<file path="config.mk">
export PLATFORM = sky130hd
export DESIGN_NAME = ws2812b_pixel_loader_flat
export DESIGN_NICKNAME = d
export VERILOG_FILES = /design/src/rtl/ws2812b_pixel_loader_if.sv /design/src/rtl/ws2812b_pixel_loader.sv /design/src/flat_wrapper.sv
export SDC_FILE = /design/constraint.sdc
export NUM_CORES = 1
export LEC_CHECK = 0
export CORE_AREA = 2 2 63 65
export DETAILED_ROUTE_END_ITERATION = 10
export DIE_AREA = 0 0 65 67
export PLACE_DENSITY = 0.79
export SETUP_SLACK_MARGIN = 0.15
export SLEW_MARGIN = 30
export SYNTH_ARGS = -nofsm -noshare
export SYNTH_HDL_FRONTEND = slang
export SYNTH_SLANG_ARGS = --single-unit
export TNS_END_PERCENT = 30
</file>
<file path="constraint.sdc">
create_clock -name clock -period 3.85 [get_ports clock]
set_input_delay 0.5775 -clock clock [delete_from_list [all_inputs] [get_ports clock]]
set_output_delay 0.5775 -clock clock [all_outputs]
set_load 0.01 [all_outputs]
</file>
<file path="src/rtl/ws2812b_pixel_loader_if.sv">
// Pixel stream + driver register bus bundle for ws2812b_pixel_loader.
// master: the loader (consumes the pixel stream, issues register writes).
// slave : the surrounding environment (pixel source and WS2812B driver).
interface ws2812b_pixel_loader_if;
    logic        s_valid;
    logic        s_ready;
    logic [23:0] s_data;
    logic        s_last;
    logic [1:0]  reg_address;
    logic        reg_is_write;
    logic        reg_request;
    logic        reg_response;
    logic [7:0]  reg_write_data;

    modport master (
        input  s_valid, s_data, s_last, reg_response,
        output s_ready, reg_address, reg_is_write, reg_request, reg_write_data
    );

    modport slave (
        output s_valid, s_data, s_last, reg_response,
        input  s_ready, reg_address, reg_is_write, reg_request, reg_write_data
    );
endinterface

</file>
<file path="src/rtl/ws2812b_pixel_loader.sv">
// ws2812b_pixel_loader: turns a valid/ready stream of 24-bit RGB pixels into four
// register writes per pixel (COMMAND=index, R, G, B) into the WS2812B driver, with
// an auto-incrementing LED index that wraps at frame end (s_last or last LED).
// Optional feature macro: WS2812B_LOADER_BRIGHTNESS_EN adds a brightness port and
// scales every channel by (brightness+1)/256 when the pixel is accepted.
module ws2812b_pixel_loader #(
    parameter int NUMBER_OF_LEDS = 16
) (
    input  logic                  clock,
    input  logic                  resetn,
    ws2812b_pixel_loader_if.master bus,
    output logic [7:0]            led_index,
    output logic                  frame_done
`ifdef WS2812B_LOADER_BRIGHTNESS_EN
    ,
    input  logic [7:0]            brightness
`endif
);

    localparam logic [7:0] LAST_INDEX = 8'(NUMBER_OF_LEDS - 1);

    typedef enum logic [3:0] {
        S_IDLE,
        S_CMD,
        S_CMD_WAIT,
        S_R,
        S_R_WAIT,
        S_G,
        S_G_WAIT,
        S_B,
        S_B_WAIT
    } state_t;

    state_t           state_reg;
    state_t           state_next;
    logic             s_ready_reg;
    logic             last_reg;
    logic [7:0]       led_index_reg;
    logic             frame_done_reg;
    logic [2:0][7:0]  channel_reg;     // [0]=B, [1]=G, [2]=R
    logic [2:0][7:0]  channel_next;

    logic             accept;
    logic             pixel_done;
    logic             frame_wrap;
    logic             request;
    logic [1:0]       address;
    logic [7:0]       write_data;

    assign accept     = bus.s_valid && s_ready_reg;
    assign pixel_done = (state_reg == S_B_WAIT) && bus.reg_response;
    assign frame_wrap = last_reg || (led_index_reg == LAST_INDEX);

    // Per-channel value captured at accept; scaling happens here so the write
    // sequence itself sees a plain register and gains no latency.
    for (genvar gi = 0; gi < 3; gi++) begin : g_channel
`ifdef WS2812B_LOADER_BRIGHTNESS_EN
        assign channel_next[gi] =
            8'((16'(bus.s_data[8*gi +: 8]) * (16'(brightness) + 16'd1)) >> 8);
`else
        assign channel_next[gi] = bus.s_data[8*gi +: 8];
`endif
    end

    // State register; reset abandons any in-flight pixel.
    always_ff @(posedge clock) begin
        if (!resetn) begin
            state_reg <= S_IDLE;
        end else begin
            state_reg <= state_next;
        end
    end

    // Next-state: one request state followed by its wait state for each register,
    // COMMAND first so the driver has selected the LED before colour data arrives.
    always_comb begin
        state_next = state_reg;
        case (state_reg)
            S_IDLE:     if (accept) state_next = S_CMD;
            S_CMD:      state_next = S_CMD_WAIT;
            S_CMD_WAIT: if (bus.reg_response) state_next = S_R;
            S_R:        state_next = S_R_WAIT;
            S_R_WAIT:   if (bus.reg_response) state_next = S_G;
            S_G:        state_next = S_G_WAIT;
            S_G_WAIT:   if (bus.reg_response) state_next = S_B;
            S_B:        state_next = S_B_WAIT;
            S_B_WAIT:   if (bus.reg_response) state_next = S_IDLE;
            default:    state_next = S_IDLE;
        endcase
    end

    // Bus outputs decoded from state: address/data stay put through the wait state,
    // the request is high only in the single-cycle issue states.
    always_comb begin
        address    = 2'd0;
        write_data = 8'd0;
        case (state_reg)
            S_CMD, S_CMD_WAIT: begin
                address    = 2'd0;
                write_data = led_index_reg;
            end
            S_R, S_R_WAIT: begin
                address    = 2'd3;
                write_data = channel_reg[2];
            end
            S_G, S_G_WAIT: begin
                address    = 2'd2;
                write_data = channel_reg[1];
            end
            S_B, S_B_WAIT: begin
                address    = 2'd1;
                write_data = channel_reg[0];
            end
            default: begin
                address    = 2'd0;
                write_data = 8'd0;
            end
        endcase
        request = (state_reg == S_CMD) || (state_reg == S_R) ||
                  (state_reg == S_G)   || (state_reg == S_B);
    end

    // Pixel capture, ready flag, LED index and frame-end pulse.
    always_ff @(posedge clock) begin
        if (!resetn) begin
            s_ready_reg    <= 1'b0;
            last_reg       <= 1'b0;
            led_index_reg  <= 8'd0;
            frame_done_reg <= 1'b0;
            channel_reg    <= '0;
        end else begin
            // Ready is high exactly while sitting in S_IDLE (set on entry).
            s_ready_reg    <= (state_next == S_IDLE);
            frame_done_reg <= pixel_done && frame_wrap;
            if (accept) begin
                last_reg    <= bus.s_last;
                channel_reg <= channel_next;
            end
            if (pixel_done) begin
                led_index_reg <= frame_wrap ? 8'd0 : led_index_reg + 8'd1;
            end
        end
    end

    assign bus.s_ready        = s_ready_reg;
    assign bus.reg_request    = request;
    assign bus.reg_is_write   = request;
    assign bus.reg_address    = address;
    assign bus.reg_write_data = write_data;
    assign led_index          = led_index_reg;
    assign frame_done         = frame_done_reg;

endmodule

</file>
<file path="src/flat_wrapper.sv">
// flat-port wrapper written by rule: the top's interface ports become plain ports
module ws2812b_pixel_loader_flat 
#(
    parameter int NUMBER_OF_LEDS = 16
)
  (clock, resetn, led_index, frame_done, bus_s_valid, bus_s_data, bus_s_last, bus_reg_response, bus_s_ready, bus_reg_address, bus_reg_is_write, bus_reg_request, bus_reg_write_data);
  ws2812b_pixel_loader_if bus_i ();
  input  logic clock;
  input  logic resetn;
  output logic [7:0] led_index;
  output logic frame_done;
  input wire logic [$bits(bus_i.s_valid)-1:0] bus_s_valid;
  input wire logic [$bits(bus_i.s_data)-1:0] bus_s_data;
  input wire logic [$bits(bus_i.s_last)-1:0] bus_s_last;
  input wire logic [$bits(bus_i.reg_response)-1:0] bus_reg_response;
  output wire logic [$bits(bus_i.s_ready)-1:0] bus_s_ready;
  output wire logic [$bits(bus_i.reg_address)-1:0] bus_reg_address;
  output wire logic [$bits(bus_i.reg_is_write)-1:0] bus_reg_is_write;
  output wire logic [$bits(bus_i.reg_request)-1:0] bus_reg_request;
  output wire logic [$bits(bus_i.reg_write_data)-1:0] bus_reg_write_data;
  assign bus_i.s_valid = bus_s_valid;
  assign bus_i.s_data = bus_s_data;
  assign bus_i.s_last = bus_s_last;
  assign bus_i.reg_response = bus_reg_response;
  assign bus_s_ready = bus_i.s_ready;
  assign bus_reg_address = bus_i.reg_address;
  assign bus_reg_is_write = bus_i.reg_is_write;
  assign bus_reg_request = bus_i.reg_request;
  assign bus_reg_write_data = bus_i.reg_write_data;
  ws2812b_pixel_loader #(.NUMBER_OF_LEDS(NUMBER_OF_LEDS)) u_core (.clock(clock), .resetn(resetn), .bus(bus_i), .led_index(led_index), .frame_done(frame_done));
endmodule
</file>
Yosys cells after proc, flatten, opt, wreduce, memory -nomap -nowiden. Index checks and enable logic that the tools add are counted.

Bits in registers: 39. Input port bits: 29. Output and inout port bits: 22.

Add/sub/neg operators: 1. Equality and inequality tests: 9. Muxes and demuxes: 9. Reductions and logical operators: 13.

Operators with widths (count): $pmux W4 S9 (1); $pmux W8 S4 (1); $mux W4 (5); $eq A4 B3 Y1 const B (4); $add A8 B1 Y8 const B (1); $eq A4 B2 Y1 const B (2); $eq A8 B4 Y1 const B (1); $logic_not A4 Y1 (2); $mux W8 (1); $reduce_or A2 Y1 (4); $pmux W2 S3 (1); $eq A4 B1 Y1 const B (1); $eq A4 B4 Y1 const B (1); $logic_or A1 B1 Y1 (4); $logic_and A1 B1 Y1 (3).

Depth between registers and ports, before layout. Gate-level depths: netlist of the first run.

Depth after elaboration: 4. Depth in mapped cells: 6. Depth with buffers taken out: 5.

Worst setup path after synthesis of the first run. OpenSTA, ideal clock, no wires.

Path kind: reg2out. Start point: register u_core.state_reg[2]. End point: output bus_reg_write_data[0]. Data arrival time: 1486 ps. Data required time: 3273 ps. Slack: 1786 ps. Stages on the path, launching flop included: 6. Cell sequence: dfxtp_1 -> clkbuf_1 -> clkbuf_1 -> mux2i_1 -> nor2_1 -> a221o_1.

Longest elaborated chain between the ends: 3.

RTL lines: start, declared (RTL line ws2812b_pixel_loader.sv:34) `state_t state_reg;`; start signal, assigned (RTL line ws2812b_pixel_loader.sv:70) `state_reg <= state_next;`; $eq A4 B3 Y1 (tied with other cells) (RTL line ws2812b_pixel_loader.sv:97) `case (state_reg)`; $reduce_or A2 Y1 (RTL line ws2812b_pixel_loader.sv:97); $pmux W8 S4 (*) (RTL line ws2812b_pixel_loader.sv:97); end, declared (RTL line flat_wrapper.sv:20) `output wire logic [$bits(bus_i.reg_write_data)-1:0] bus_reg_write_data;`.

Mark *: on every way between the ends. The rest lies on a longest branch, timed or not.

Worst setup path after layout of the first run.
Start point: register u_core.state_reg[2]. End point: output bus_reg_write_data[4].

Same word-level chain as after synthesis.

==> key figures, run 1 <==
Global routing
  • Total Routing Usage GR: 0.2140
  • Initial antenna violation count: 0
  • Vias in the first global route: 1452
  • Global-route wire length before repair: 6.969 mm
  • GRT overflow: 0
  • Largest net degree at the start of global routing: 31

Drt
  • Via count: 1612
  • Routed vias/inst: 5.217
  • Final WL: roughly 4.2 mm
  • Routed Antenna Nets: 0
  • DRC: 0
  • Drt pass-1 iters: 4
  • Routed wire per std cell: 13.55 um
  • DR iter-0 viols: ~120

STA
  • Slew Limit Fails: 0
  • Fin crit period: 3.236 ns
  • RSZ-0062 raised after global routing: false
  • WHS: 0.4573 ns
  • Final worst-path cycle share: 0.8406
  • Fin. Hold Viols: 0
  • Setup-failing EPs final: 0
  • Slew HR: 0.3721
  • Max Clock Skew: 0.004897 ns
  • Setup tns final: 0 ns
  • Max Freq: 309.0 MHz
  • Worst Tran Pin Value: 0.9408 ns

Floorplanning
  • # rows: 22
  • Initial Utilization: 0.4896
  • Die X: 65 um
  • IO Pins: just over 50
  • DIE AREA: around 4400 um^2
  • Die height: 67 um
  • Core ar.: 3606 um^2

Flow run
  • Max-Cap Viols: 0

CTS
  • Hold Buf Count CTS: 0
  • TritonCTS clock tree: built
  • CTS sink cnt: 39
  • CTS Buffer Depth: 2
  • Setup bufs post-CTS: 0
  • Post-cts sizing count: 0
  • Root Buffer: clkbuf_8
  • Reg clk slew, reported paths: 0.07 ns
  • Clock Latency Late Sink: roughly 0.30 ns
  • H-tree depth: 2
  • CTS Buf Count: 5

Pwr
  • Leakage power: 0.8053 nW
  • Tot Pwr: 0.8340 mW
  • VDD IR-drop max: 0.0002273 V
  • Power Dens Cells: roughly 360 nW/um^2

Synth
  • Syn_area_per_cell: 8.025 um^2
  • Mapped Nets: 250
  • Synthesized instance count: 220
  • Synth top area cells: dfxtp_1 44%, nand2_1 13%, a21oi_1 8.5%
  • Yosys warns: 0
  • Cell type with the highest aggregate area in the netlist: dfxtp_1
  • Synthesized flop and latch total: 39
  • Most instantiated cells after synthesis: 59 x nand2_1, 39 x dfxtp_1, 30 x a21oi_1
  • Distinct cells, synth: 29
  • Post-synth EDFFs: 0
  • Mapped Area: 1765 um^2
  • Sequential share of the synthesized area: 0.4422
  • Synth top area share: 0.4422
  • Prevailing post-synth register cell: dfxtp_1
  • Asr flop ratio synth: 0
  • Top-count cell post-synth: nand2_1

Worst setup path
  • Crit. End Element: primary output
  • Worst Path Max Fanout: 16
  • Arr. time, crit path: 2.66 ns
  • Setup CP Type: reg2out
  • Setup crit start kind: register
  • Critical Path RT: 3.27 ns

Final layout
  • Filler Cells Inserted: 325
  • Inserted Diodes: 0
  • Max reg flops: 24
  • Area delta synth->final: 32.53%
  • Net count, final: 290
  • Layout cells sized above 1: 0.05364

Place
  • HPWL after DPL: 2.869 mm
  • GPL Wtd Cong: about 0.82
  • Port buffer count: 50

Hold path
  • Min-Delay Path Class: reg2reg

Run status
  • Run status: finished, final reports clean
per-stage QoR:
stage | setup slack [ns] | util | std cells | area, um^2
finish | 0.6138 | 0.6489 | 309 | 2340
CTS | 0.6044 | 0.6485 | 309 | 2338
global placement | 0.9736 | 0.6207 | 301 | 2238
global route | 0.4251 | 0.6489 | 309 | 2340
detailed placement | 0.9350 | 0.6207 | 301 | 2238
floorplan | 1.787 | - | 220 | 1765
cell usage in the layout (no fill, tap or decap), drive strengths merged, types with 2 or more instances in the layout:
cell / n
or2: 2
clkbuf: 8
a21oi: 30
mux2i: 9
nor3: 4
nand3: 7
nand2b: 2
nor2: 20
a221o: 8
and2: 2
nand2: 59
xnor2: 6
inv: 2
nor4: 3
xor2: 2
clkdlybuf4s50: 50
dfxtp: 39
worst max-delay path, cell delays in order, from the launching register on:
cell and delay [ns]:
dfxtp_1 0.52, or2_2 0.40, a21oi_1 0.60, a221o_1 0.28, clkdlybuf4s50_1 0.55
where the power goes:
| group | leakage (nW) | internal, mW | switching (mW) |
|---|---|---|---|
| logic | 0.437 | 0.0493 | 0.0489 |
| registers | 0.317 | 0.422 | 0.0138 |
| clock network | 0.0515 | 0.163 | 0.137 |
cell families after synthesis:
logic type	synth area share
muxes	0.05103
and+or+nand+nor	0.2608
adders and majority gates	0.007086
xor gates and xnor gates	0.03969
DFF	0.4422
buffers and inverters	0.05386
AOI/OAI and AO/OA	0.1453
final cells by class:
cell class / instances / area (um^2) / share of cell area
inverter: 2 / 7.507 / 0.003209
tap: 48 / 60.06 / 0.02567
multi-input combinational: 162 / 890.9 / 0.3807
timing repair buffer: 50 / 500.5 / 0.2139
clock buffer: 8 / 100.1 / 0.04278
sequential: 39 / 780.7 / 0.3337
final timing paths:
kind / cells after the start / start / endpoint / slack, ns
max: 4 / u_core.state_reg[2] / bus_reg_write_data[4] / 0.61
min: 2 / u_core.channel_reg[23] / u_core.channel_reg[23] / 0.46
max reg2reg: 4 / u_core.state_reg[2] / u_core.led_index[6] / 1.76
min reg2reg: 2 / u_core.channel_reg[23] / u_core.channel_reg[23] / 0.46
routing by layer:
| metal | wire [um] | share of wire | track usage | vias to the layer above |
|---|---|---|---|---|
| met5 | 0 | 0 | 0 | - |
| li1 | - | - | - | 821 |
| met3 | 209 | 0.050 | 0.03547 | 8 |
| met1 | 1837 | 0.44 | 0.2756 | 735 |
| met4 | 104 | 0.025 | 0.1117 | 0 |
| met2 | 2035 | 0.49 | 0.3428 | 48 |
Power figures use the tool's default switching activity.
==> run 2: changes to the inputs <==
--- a/config.mk
+++ b/config.mk
@@ -5,10 +5,10 @@
 export SDC_FILE = /design/constraint.sdc
 export NUM_CORES = 1
 export LEC_CHECK = 0
-export CORE_AREA = 2 2 63 65
+export CORE_AREA = 2 2 68 70
 export DETAILED_ROUTE_END_ITERATION = 10
-export DIE_AREA = 0 0 65 67
-export PLACE_DENSITY = 0.79
+export DIE_AREA = 0 0 70 72
+export PLACE_DENSITY = 0.72
 export SETUP_SLACK_MARGIN = 0.15
 export SLEW_MARGIN = 30
 export SYNTH_ARGS = -nofsm -noshare
==> constraint.sdc (replaced) <==
create_clock -name clock -period 2.9 [get_ports clock]
set_input_delay 0.435 -clock clock [delete_from_list [all_inputs] [get_ports clock]]
set_output_delay 0.435 -clock clock [all_outputs]
set_load 0.01 [all_outputs]
==> run 2 against run 1 <==
Compared with the run above:
- power rose by 28%
- non-clock buffer count is 5 higher
- first-iteration DRC count decreased by 28%
- sequential share of layout area fell by 0.35 points
- die area is 16% higher
- critical path depth is the same
- routed wire length rose by 2.7%
- cell area up 1.4%
- global-route usage shrank 3.4 points
- sequential cell count unchanged
- clock power rose by 17%
==> key figures, run 2 (synthesis gave the netlist of run 1 again) <==
Final layout
  • Commonest non-fill, non-tap cell in the layout: nand2_1 (unchanged)
  • Layout cells sized above 1: 0.07519 (was 0.05364)
  • Area delta synth->final: 34.37% (was 32.53%)
  • Inserted Diodes: 0 (unchanged)
  • Net count, final: 295 (was 290)
  • Max reg flops: 24 (unchanged)
  • Post-Layout Cell Count: 318 (was 309)
  • Filler Cells Inserted: 429 (was 325)
  • Most frequent cells in the layout: 58 x nand2_1, 50 x clkdlybuf4s50_1, 37 x dfxtp_1, 30 x a21oi_1, 19 x nor2_1 (was 59 x nand2_1, 50 x clkdlybuf4s50_1, 39 x dfxtp_1, 30 x a21oi_1, 19 x nor2_1)

Worst setup path
  • Worst Path Max Fanout: 9 (was 16)
  • Arr. time, crit path: 2.20 ns (was 2.66 ns)
  • Setup crit start kind: register (unchanged)
  • CP peak stage delay: 0.57 ns (was 0.60 ns)
  • CP max stage cell: or4b_4 (was a21oi_1)
  • Setup CP Type: reg2out (unchanged)
  • Crit path buf inv count: 1 (unchanged)
  • Crit. End Element: primary output (unchanged)
  • Cell chain of the critical path: or4b_4 -> nand2_4 -> a221o_1 -> clkdlybuf4s50_1 (was or2_2 -> a21oi_1 -> a221o_1 -> clkdlybuf4s50_1)
  • CP Launch Point: u_core.state_reg[3] (was u_core.state_reg[2])
  • Top Family by Delay on Critical Path: simple AND/OR/NAND/NOR gates (was compound AO/OA/AOI/OAI gates)
  • RR Startpoint: u_core.state_reg[3] (was u_core.state_reg[2])
  • Critical Path RT: 2.47 ns (was 3.27 ns)

Pwr
  • Leakage power: 0.8229 nW (was 0.8053 nW)
  • Power Dens Cells: 448.4 nW/um^2 (was 356.5 nW/um^2)
  • VDD IR-drop max: 0.0002777 V (was 0.0002273 V)

Hold path
  • Min-Delay Path Class: reg2reg (unchanged)
  • Hold Path Origin: u_core.channel_reg[9] (was u_core.channel_reg[23])

Floorplanning
  • IO Pins: 51 (unchanged)
  • Core ar.: 4264 um^2 (was 3606 um^2)
  • Initial Utilization: 0.4140 (was 0.4896)
  • # rows: 24 (was 22)
  • DIE AREA: 5040 um^2 (was 4355 um^2)
  • Die height: 72 um (was 67 um)
  • Die X: 70 um (was 65 um)

STA
  • Max Clock Skew: 0.008362 ns (was 0.004897 ns)
  • RSZ-0062 raised after global routing: false (unchanged)
  • Max Freq: 380.0 MHz
  • Setup tns final: 0 ns (unchanged)
  • Fin crit period: 2.632 ns
  • Slew HR: 0.4260 (was 0.3721)
  • Final worst-path cycle share: 0.9075
  • Worst Tran Pin Value: 0.8589 ns (was 0.9408 ns)
  • WHS: 0.4539 ns (was 0.4573 ns)
  • Slew Limit Fails: 0 (unchanged)
  • Setup ws final: 0.2681 ns (was 0.6138 ns)
  • Setup-failing EPs final: 0 (unchanged)
  • Fin. Hold Viols: 0 (unchanged)

CTS
  • H-tree depth: 2 (unchanged)
  • Hold Buf Count CTS: 0 (unchanged)
  • CTS sink cnt: 39 (unchanged)
  • Clock Latency Late Sink: 0.29 ns (was 0.30 ns)
  • TritonCTS clock tree: built (unchanged)
  • Root Buffer: clkbuf_8 (unchanged)
  • CTS Buf Count: 5 (unchanged)
  • Setup bufs post-CTS: 0 (unchanged)
  • Post-cts sizing count: 1 (was 0)
  • CTS Buffer Depth: 2 (unchanged)
  • Reg clk slew, reported paths: 0.08 ns (was 0.07 ns)

Drt
  • Routed Antenna Nets: 0 (unchanged)
  • Routed wire per std cell: 13.52 um (was 13.55 um)
  • Drt pass-1 iters: 4 (unchanged)
  • Final WL: 4.300 mm (was 4.186 mm)
  • Routed vias/inst: 5.116 (was 5.217)
  • DR iter-0 viols: 83 (was 116)
  • DRC: 0 (unchanged)
  • Via count: 1627 (was 1612)

Global routing
  • Largest net degree at the start of global routing: 27 (was 31)
  • Initial antenna violation count: 0 (unchanged)
  • GRT overflow: 0 (unchanged)
  • Vias in the first global route: 1491 (was 1452)
  • Total Routing Usage GR: 0.1804 (was 0.2140)
  • Global-route wire length before repair: 7.058 mm (was 6.969 mm)

Place
  • Pre-CTS setup slack: 0.3818 ns (was 0.9350 ns)
  • HPWL after DPL: 2.971 mm (was 2.869 mm)
  • Port buffer count: 50 (unchanged)
  • Placed cells: 310 (was 301)
  • GPL Wtd Cong: 0.7967 (was 0.8208)

Flow run
  • Max-Cap Viols: 0 (unchanged)

Run status
  • Run status: finished, final reports clean (unchanged)
## run 2: cell count changes in the layout (fill, tap and decap cells not counted), sizes merged
cell and change:
clkinv +1, buf +5, clkbuf -1
## run 2: path summary, 6_finish.rpt
kind | end | slack (ns) | cells after the start
worst max-delay path | bus_reg_write_data[6] | 0.27 | 4
worst min register to register | u_core.channel_reg[9] | 0.45 | 2
worst min-delay path | u_core.channel_reg[9] | 0.45 | 2
worst max register to register | u_core.led_index[7] | 1.21 | 4
## run 2: metrics by stage
stage               area, um^2    util  power, mW
floorplan                 1765       -     0.6629
global placement          2281  0.5349     0.7236
detailed placement        2281  0.5349     0.7258
CTS                       2365  0.5546      1.076
global route              2372  0.5563      1.123
finish                    2372  0.5563      1.064
## run 2: area by class of cell
cell class	count	area, um^2	share of cell area
multi-input cells	162	897.1	0.3782
inverters	2	7.507	0.003165
clock inverters	1	5.005	0.002110
clock buffers	7	76.32	0.03217
repair buffers	55	538.0	0.2268
well taps	52	65.06	0.02743
flip-flops and latches	39	783.3	0.3302
## run 2: routing by layer
| metal | GRT usage | vias up | part of all wire |
|---|---|---|---|
| li1 | - | 830 | - |
| met1 | 0.2303 | 749 | 0.44 |
| met2 | 0.2921 | 42 | 0.49 |
| met3 | 0.05000 | 6 | 0.048 |
| met4 | 0.07051 | 0 | 0.021 |
| met5 | 0 | - | 0 |
## run 2: worst register-to-register path, cell delays in order, from the launching register on
cell and delay (ns):
dfxtp_1 0.46, or4b_4 0.57, nor4_4 0.32, xnor2_1 0.17
nor2_2 0.04
## run 2: power breakdown
part	switching [mW]	internal [mW]
clock	0.182	0.169
combinational	0.0677	0.0681
sequential	0.0168	0.561
total	0.266	0.798
